<file path="config.mk">
export PLATFORM = sky130hd
export DESIGN_NAME = greenhouse_telemetry_tx
export DESIGN_NICKNAME = d
export VERILOG_FILES = /design/src/rtl/greenhouse_telemetry_tx.sv
export SDC_FILE = /design/constraint.sdc
export NUM_CORES = 1
export LEC_CHECK = 0
export ABC_CLOCK_PERIOD_IN_PS = 3700
export CORE_MARGIN = 10
export CORE_UTILIZATION = 52
export CTS_BUF_LIST = sky130_fd_sc_hd__clkbuf_8
export DETAILED_ROUTE_END_ITERATION = 16
export GPL_ROUTABILITY_DRIVEN = 0
export PLACE_DENSITY = 0.75
export REMOVE_ABC_BUFFERS = 1
export SYNTH_ARGS = -nofsm -noshare
export SYNTH_HDL_FRONTEND = slang
export SYNTH_SLANG_ARGS = --single-unit
</file>
<file path="constraint.sdc">
create_clock -name clk -period 3.7 [get_ports clk]
set_input_delay 1.11 -clock clk [delete_from_list [all_inputs] [get_ports clk]]
set_output_delay 1.11 -clock clk [all_outputs]
set_load 0.03 [all_outputs]
</file>
<file path="src/rtl/greenhouse_telemetry_tx.sv">
// Greenhouse uplink: snapshots monitor outputs and shifts a 6-byte UART 8N1 frame
// (sync, flags, growth, leaf, seq, xor checksum) on a period tick or an alert rising edge.
module greenhouse_telemetry_tx #(
  parameter int          CLKS_PER_BIT = 868,
  parameter int          FRAME_PERIOD = 50000000,
  parameter logic [7:0]  SYNC_BYTE    = 8'hA5
) (
  input  logic       clk,
  input  logic       rst_n,
  input  logic       enable,
  input  logic       fan,
  input  logic       irrigation,
  input  logic       humidity_control,
  input  logic       alert,
  input  logic [7:0] growth_status,
  input  logic [7:0] leaf_health,
  output logic       tx,
  output logic       busy,
  output logic       frame_done,
  output logic [7:0] seq_out
);

  localparam int CNT_W = $clog2(CLKS_PER_BIT);
  localparam int PER_W = $clog2(FRAME_PERIOD);
  localparam logic [CNT_W-1:0] CNT_LAST  = CNT_W'(CLKS_PER_BIT - 1);
  localparam logic [PER_W-1:0] PER_LAST  = PER_W'(FRAME_PERIOD - 1);
  localparam logic [3:0]       BIT_STOP  = 4'd9;
  localparam logic [2:0]       BYTE_LAST = 3'd5;

  typedef enum logic [1:0] {IDLE, LOAD, SHIFT} state_t;

  state_t           state, state_nxt;
  logic [PER_W-1:0] per_cnt;
  logic             pending, alert_q;
  logic             period_hit, alert_rise;
  logic [CNT_W-1:0] clk_cnt, clk_cnt_nxt;
  logic [3:0]       bit_idx, bit_nxt;     // 0 = start, 1..8 = data, 9 = stop
  logic [2:0]       byte_idx, byte_nxt;
  logic             frame_end;
  logic             tx_nxt;
  logic [7:0]       cur_byte;
  logic [2:0]       data_idx;
  logic [7:0]       seq;
  logic [7:0]       flags;
  logic [7:0]       frame_buf [0:5];

  assign period_hit = enable && (per_cnt == PER_LAST);
  assign alert_rise = enable && alert && !alert_q;
  assign flags      = {4'b0000, alert, humidity_control, irrigation, fan};
  assign seq_out    = seq;

  // Triggers coalesce into one pending flag; a trigger in the LOAD cycle wins over the clear.
  always_ff @(posedge clk or negedge rst_n) begin
    if (!rst_n) begin
      per_cnt <= '0;
      pending <= 1'b0;
      alert_q <= 1'b0;
    end else begin
      // NOTE: sequential state uses non-blocking assignments so every flop samples pre-edge values.
      alert_q <= alert;
      if (!enable) begin
        per_cnt <= '0;
        pending <= 1'b0;
      end else begin
        per_cnt <= period_hit ? '0 : per_cnt + PER_W'(1);
        if (period_hit || alert_rise) pending <= 1'b1;
        else if (state == LOAD)       pending <= 1'b0;
      end
    end
  end

  // NOTE: the payload buffer has no reset; LOAD always rewrites it before any of it reaches tx.
  always_ff @(posedge clk) begin
    if (state == LOAD) begin
      frame_buf[0] <= SYNC_BYTE;
      frame_buf[1] <= flags;
      frame_buf[2] <= growth_status;
      frame_buf[3] <= leaf_health;
      frame_buf[4] <= seq;
      frame_buf[5] <= SYNC_BYTE ^ flags ^ growth_status ^ leaf_health ^ seq;
    end
  end

  always_comb begin
    // NOTE: every combinational output gets a default first, so no path can infer a latch.
    state_nxt   = state;
    clk_cnt_nxt = clk_cnt;
    bit_nxt     = bit_idx;
    byte_nxt    = byte_idx;
    frame_end   = 1'b0;
    unique case (state)
      IDLE: if (pending) state_nxt = LOAD;
      LOAD: begin
        state_nxt   = SHIFT;
        clk_cnt_nxt = '0;
        bit_nxt     = '0;
        byte_nxt    = '0;
      end
      SHIFT: begin
        if (clk_cnt == CNT_LAST) begin
          clk_cnt_nxt = '0;
          if (bit_idx == BIT_STOP) begin
            bit_nxt = '0;
            if (byte_idx == BYTE_LAST) begin
              state_nxt = IDLE;
              frame_end = 1'b1;
            end else begin
              byte_nxt = byte_idx + 3'd1;
            end
          end else begin
            bit_nxt = bit_idx + 4'd1;
          end
        end else begin
          clk_cnt_nxt = clk_cnt + CNT_W'(1);
        end
      end
      default: state_nxt = IDLE;
    endcase
  end

  // tx is decoded from the next bit position so the line flop changes on the same edge as the counters.
  always_comb begin
    cur_byte = frame_buf[byte_nxt];
    data_idx = bit_nxt[2:0] - 3'd1;
    tx_nxt   = 1'b1;
    if (state_nxt == SHIFT) begin
      if (bit_nxt == 4'd0)          tx_nxt = 1'b0;
      else if (bit_nxt != BIT_STOP) tx_nxt = cur_byte[data_idx];
    end
  end

  always_ff @(posedge clk or negedge rst_n) begin
    if (!rst_n) begin
      state      <= IDLE;
      clk_cnt    <= '0;
      bit_idx    <= '0;
      byte_idx   <= '0;
      tx         <= 1'b1;
      busy       <= 1'b0;
      frame_done <= 1'b0;
      seq        <= 8'h00;
    end else begin
      state      <= state_nxt;
      clk_cnt    <= clk_cnt_nxt;
      bit_idx    <= bit_nxt;
      byte_idx   <= byte_nxt;
      tx         <= tx_nxt;
      busy       <= (state_nxt != IDLE);
      frame_done <= frame_end;
      if (frame_end) seq <= seq + 8'd1;
    end
  end

endmodule

</file>
Yosys cells after proc, flatten, opt, wreduce, memory -nomap -nowiden:

Memories as Yosys holds them, arrays and structs flattened.
Index checks and enable logic that the tools add are counted.

* input bits: 23
* memories: 1
* register bits: 58
* word-level logic and storage cells: 71
* memory bits (writable): 48

Memory list
* frame_buf: words 6, width 8, rd ports 1, clocked after Yosys merged registers in 0, write ports 6, RTL line 45 `logic [7:0] frame_buf [0:5];`

* order comparisons: 1
* equal/unequal tests: 9
* bitwise operators: 4
* add/subtract/negate cells: 6
* reduce and logical (&&, ||, !) cells: 9
* mux-type cells: 30

Operators by type and width (number)
* $mux W26: 2
* $add A26 B1 Y26 const B: 1
* $eq A26 B26 Y1 const B: 1
* $xor A8 B8 Y8: 3
* $pmux W10 S2: 1
* $mux W1: 13
* $add A10 B1 Y10 const B: 1
* $eq A10 B10 Y1 const B: 1
* $mux W10: 1
* $mux W3: 3
* $add A8 B1 Y8 const B: 1
* $mux W2: 4
* $mux W4: 2
* $pmux W4 S2: 1
* $pmux W2 S3: 1
* $pmux W3 S2: 1
* $add A4 B1 Y4 const B: 1
* $eq A2 B2 Y1 const B: 2
* $eq A4 B4 Y1 const B: 1
* $logic_not A4 Y1: 1
* $lt A3 B4 Y1 const B: 1
* $ne A4 B4 Y1 const B: 1
* $not A2 Y4: 1
* $reduce_bool A2 Y1: 2
* 10 further kinds: 12

Logic depth before layout (Yosys ltp):

Gate-level depths: netlist of the first run.
An unclocked memory read counts as a cell.

* depth in word-level cells: 11
* gate-level depth with buffers: 17
* gate-level depth less buffers: 15

Least setup slack after synthesis of the first run:

Ideal clock, no wire load.

* path type: flip-flop to flip-flop
* start: reg state[0]
* end: reg tx
* data required time: 3.634 ns
* period minus slack after synthesis: 3.431 ns
* data arrival time: 3.365 ns
* path slack: 0.269 ns
* cell stages (with the launch flop): 17
* buffers on the path: 3
* path through: dfrtp_1 -> inv_1 -> ha_1 -> buf_2 -> and2_0 -> clkbuf_1 -> and3_1 -> clkbuf_1 -> mux2i_2 -> inv_2 -> ha_1 -> nor3b_1 -> a311oi_1 -> a211o_1 -> a2111oi_0 -> o21ai_0 -> nand4_1

* longest elaborated chain between the ends: 8

RTL lines
* start: declaration: RTL line 32 `state_t state, state_nxt;`
* start signal: assignment: RTL line 143 `state <= state_nxt;`
* $eq A2 B2 Y1 or $eq A2 B1 Y1 (tied branches): RTL line 91 `unique case (state)`
* $pmux W4 S2 *: RTL line 91
* named net bit_nxt[0]: RTL line 37 `logic [3:0] bit_idx, bit_nxt;`
* $sub A3 B1 Y3: RTL line 124 `data_idx = bit_nxt[2:0] - 3'd1;`
* $bmux W1 S3: RTL line 128 `else if (bit_nxt != BIT_STOP) tx_nxt = cur_byte[data_idx];`
* $mux W1 (not written as such): RTL line 128
* $mux W1: RTL line 128
* $mux W1 *: RTL line 127 `if (bit_nxt == 4'd0) tx_nxt = 1'b0;`
* $mux W1 *: RTL line 126 `if (state_nxt == SHIFT) begin`
* named net tx_nxt: RTL line 40 `logic tx_nxt;`
* end signal: assignment: RTL line 147 `tx <= tx_nxt;`
* end: declaration: RTL line 17 `output logic tx,`

Mark *: on every way through the listed nets, which the timed path passes. The rest lies on a longest branch. The select of a mux whose other input is x is not followed.
A chain may end at the register's enable or synchronous reset.

Worst setup path after layout of the first run:

* start: reg state[0]
* end: reg tx

* longest elaborated chain between the ends: 8

RTL lines (RTL line)
* $eq A2 B2 Y1 or $eq A2 B1 Y1 (tied branches): 91
* $pmux W4 S2 or $pmux W3 S2 (tied branches): 91
* $sub A3 B1 Y3 or $mem_v2 Z6 W8 (tied branches)
* $bmux W1 S3: 128
* $mux W1 (not written as such): 128
* $mux W1: 128
* $mux W1: 127
* $mux W1 *: 126
* named net tx_nxt: 40

Marks and branches as above.

==> impl_results.md, run 1 <==
* Maximum root-to-sink buffer count at 2
* Non-Filler Instances at 605
* Row count at 35
* Worst R2R End: tx
* Core footprint at 0.009109 mm2
* Die width at 116.2 um
* Worst path required time at 4.00 ns
* Die Y at 116.2 um
* Util after Layout at 0.6026
* WP data arrival at 3.65 ns
* GRT Total Usage at 0.1578
* Clock Pin Slew Worst Setup and Hold Paths at 0.09 ns
* N_diodes at 0
* Initial Util at 0.5280
* Critical R2R Launch: state[0]
* Mean Syn Cell Area at 10.76 um2
* Reg2Reg Setup Slack at 0.34 ns
* Seq/Total Area, Yosys at 0.5268
* Vias in the first global route at 3,320
* Slew HR at 0.2799
* Final setup viols at 0
* First-pass GRT wire length at 16.86 mm
* Layout Skew at 0.01235 ns
* Layout filler cell count at 783
* WS Path Type: register to register
* CP startpoint: state[0]
* Worst Path Max Fanout at 7
* Remaining Overflow, GRT at 0
* CP peak stage delay at 0.40 ns
* Post-route ant nets at 0
* Via-to-Cell Ratio at 5.668
* Crit-path slowest cell: dfrtp_1
* Share of cells above drive strength 1 at 0.08097
* Clock root buffer: clkbuf_8
* Max cap viols at 0
* Status: finished, final reports clean
* Post-synthesis cell type count at 60
* CTS H-tree depth at 3
* FF/Latch Area at 0.002534 mm2
* Setup TNS Final at 0 ns
* Synth-to-Final Area Change at 14.13%
* Port-buffer cells at 33
* DR iter-0 viols at 238
* Avg WL per Cell at 16.62 um
* # IOs at 34
* Flops & latches, synth at 94
* Crit path capture: tx
* Clock Sinks at 94
* Largest net degree at the start of global routing at 48
* Synthesis Warnings at 0
* Worst skew pair latency at 0.36 ns
* Max-slew violation count at 0
* Iteration count of the initial detailed-routing pass at 6
* Sequence of cells on the critical path: inv_1 -> ha_1 -> and2_1 -> nand4_1 -> nor3_1 -> a21oi_1 -> or2_2 -> ha_1 -> nor3b_1 -> a311oi_1 -> a211o_1 -> a2111oi_0 -> o21ai_0 -> nand4_1
* Lkg Pwr at 2.229 nW
* Cells after synthesis at 447
* Worst Max-Slew Pin Slew at 1.080 ns
* Peak VDD IR at 0.0002401 V
* Min cycle time layout at 3.359 ns
* Total CTS buffers at 9
* TritonCTS clock tree: done
* Via Count at 3,429
* Total power at 2.378 mW
* Hold path cells at 1
* EDFF count, synth at 36
* Top FF cell, synth: dfrtp_1
* Final wirelength at 10.06 mm
* Full die area at 0.01350 mm2
* Nets at 523
* # placed instances at 587
* Fmax at 0.2977 GHz
* Crit path launch type: register
* Async S/R FF share, synth at 0.6170
* Area occupied by multi-input gates at 0.002131 mm2
* Worst setup EP type: register
* Worst reg2reg path depth at 14
* PD cells at 433.2 mW/mm2
* Final hold vios at 0
* DP Wirelength at 7.321 mm
* Mapped cell area at 0.004810 mm2
* Post-route DRC at 0
* Worst hold path type: register to register
* Period utilization at 0.9078
* Initial antenna violation count at 0
state kept, by name, indices dropped and copies added, names as in the netlist:
| signal | count |
|---|---|
| alert_q | 1 |
| state | 2 |
| frame_buf | 36 |
| pending | 1 |
| frame_done | 1 |
| tx | 1 |
| busy | 1 |
| per_cnt | 26 |
| bit_idx | 4 |
| seq_out | 8 |
| byte_idx | 3 |
| clk_cnt | 10 |
per-layer routing:
metal	wire length [um]	global-route usage	part of all wire
met1	4719	0.2109	0.47
met2	4769	0.2507	0.47
met3	457	0.03287	0.045
met4	112	0.05171	0.011
met5	0	0	0
worst min path at each step:
stage,from,end,slack (ns)
floorplan,per_cnt[0],per_cnt[0],0.45
finish,per_cnt[0],per_cnt[0],0.48
CTS,per_cnt[0],per_cnt[0],0.49
global placement,per_cnt[0],per_cnt[0],0.47
global route,per_cnt[0],per_cnt[0],0.52
detailed placement,per_cnt[0],per_cnt[0],0.48
repair_timing:
action | 4_1_cts | 5_1_grt
hold endpoints to repair | 0 | 0
gates resized for setup | 0 | 1
setup buffers | 0 | 2
hold buffers | 0 | 0
endpoints found under the setup margin | 0 | 1
per-stage QoR:
stage                     hold slack (ns)  instance area (um2)  setup WS [ns]
after floorplan                    0.4549                 4748         0.4211
after detailed placement           0.4819                 5300         0.2570
final                              0.4838                 5489         0.3410
after CTS                          0.4947                 5474         0.2237
after global routing               0.5158                 5489      -0.006114
after global placement             0.4688                 5300         0.4167
area by class of cell:
cell class / instances / share of cell area
Tap cell: 111 / 0.02530
Multi-Input combinational cell: 318 / 0.3882
Inverter: 21 / 0.01527
Timing Repair Buffer: 45 / 0.07796
Clock inverter: 6 / 0.006610
Sequential cell: 94 / 0.4616
Clock buffer: 10 / 0.02507
worst max-delay path, delay by kind of cell, from the launching register on:
kind                     cells  cell delay, ns
AO/OA/AOI/OAI                5            0.92
adder cells (fa/ha/maj)      2            0.56
flip-flops                   1            0.40
AND/OR/NAND/NOR              6            1.32
buffers and inverters        1            0.08
placed cells by master, fill, tap and decap left out, types with 3 or more instances in the layout:
| cell | n |
|---|---|
| edfxtp_1 | 36 |
| xnor2_1 | 28 |
| nor3b_1 | 8 |
| dfrtp_1 | 57 |
| clkbuf_8 | 10 |
| and2_1 | 4 |
| inv_1 | 21 |
| o21a_1 | 6 |
| o21ai_0 | 16 |
| a21o_1 | 4 |
| a21oi_1 | 11 |
| ha_1 | 11 |
| nor4_1 | 5 |
| o2111ai_1 | 3 |
| or3_1 | 3 |
| clkdlybuf4s50_1 | 32 |
| nand3_1 | 23 |
| a311oi_1 | 3 |
| nand2b_1 | 5 |
| mux2i_1 | 6 |
| a211oi_1 | 7 |
| nand2_1 | 33 |
| xor2_1 | 31 |
| and3_1 | 8 |
| o211ai_1 | 3 |
| buf_4 | 11 |
| nand4_1 | 11 |
| nor2_1 | 47 |
| nor2b_1 | 4 |
cells in the mapped netlist, drive strengths merged (2+ instances only):
cell / n / share of area
a2111oi: 2 / 0.0036
clkbuf: 12 / 0.0094
o31a: 2 / 0.0036
edfxtp: 36 / 0.22
and3: 8 / 0.010
mux2i: 7 / 0.015
and2: 4 / 0.0052
buf: 2 / 0.0034
nor2b: 4 / 0.0052
nor4: 7 / 0.012
o311ai: 2 / 0.0036
ha: 11 / 0.029
nor4b: 3 / 0.0068
xor2: 31 / 0.056
a211o: 2 / 0.0036
or2: 2 / 0.0026
xnor2: 28 / 0.051
nand3: 23 / 0.024
o21ai: 17 / 0.018
a311oi: 3 / 0.0055
a211oi: 7 / 0.011
o21a: 6 / 0.0094
a21o: 4 / 0.0062
inv: 20 / 0.016
a21oi: 11 / 0.011
o31ai: 2 / 0.0031
dfrtp: 57 / 0.30
o211a: 2 / 0.0042
o211ai: 3 / 0.0047
o2111ai: 4 / 0.0086
nor2: 47 / 0.037
or3: 3 / 0.0039
nand4: 11 / 0.014
nand2b: 5 / 0.0065
nor3b: 8 / 0.012
nand2: 33 / 0.026
o221ai: 2 / 0.0036
nor3: 2 / 0.0021
mux2: 2 / 0.0055
kinds of logic after synthesis:
group,after synthesis,share of synthesized area
compound gates,73,0.1067
xor+xnor,59,0.1074
fa+ha+maj,11,0.02862
buf+inv,35,0.03017
flops,94,0.5268
mux,9,0.02081
simple gates,166,0.1795
power by group:
group          leakage [nW]  total (mW)  switching (mW)  internal (mW)
Combinational          1.00       0.455           0.292          0.162
Clock                0.0962       0.620           0.358          0.261
Sequential             1.13        1.30          0.0562           1.25
Note: power is estimated with default switching activity, not from simulation.
==> run 2, diff against run 1 <==
- HOLD_SLACK_MARGIN: not set -> 0.1
==> results of run 2 <==
No change in the layout: final DEF, timing and power equal those of run 1.
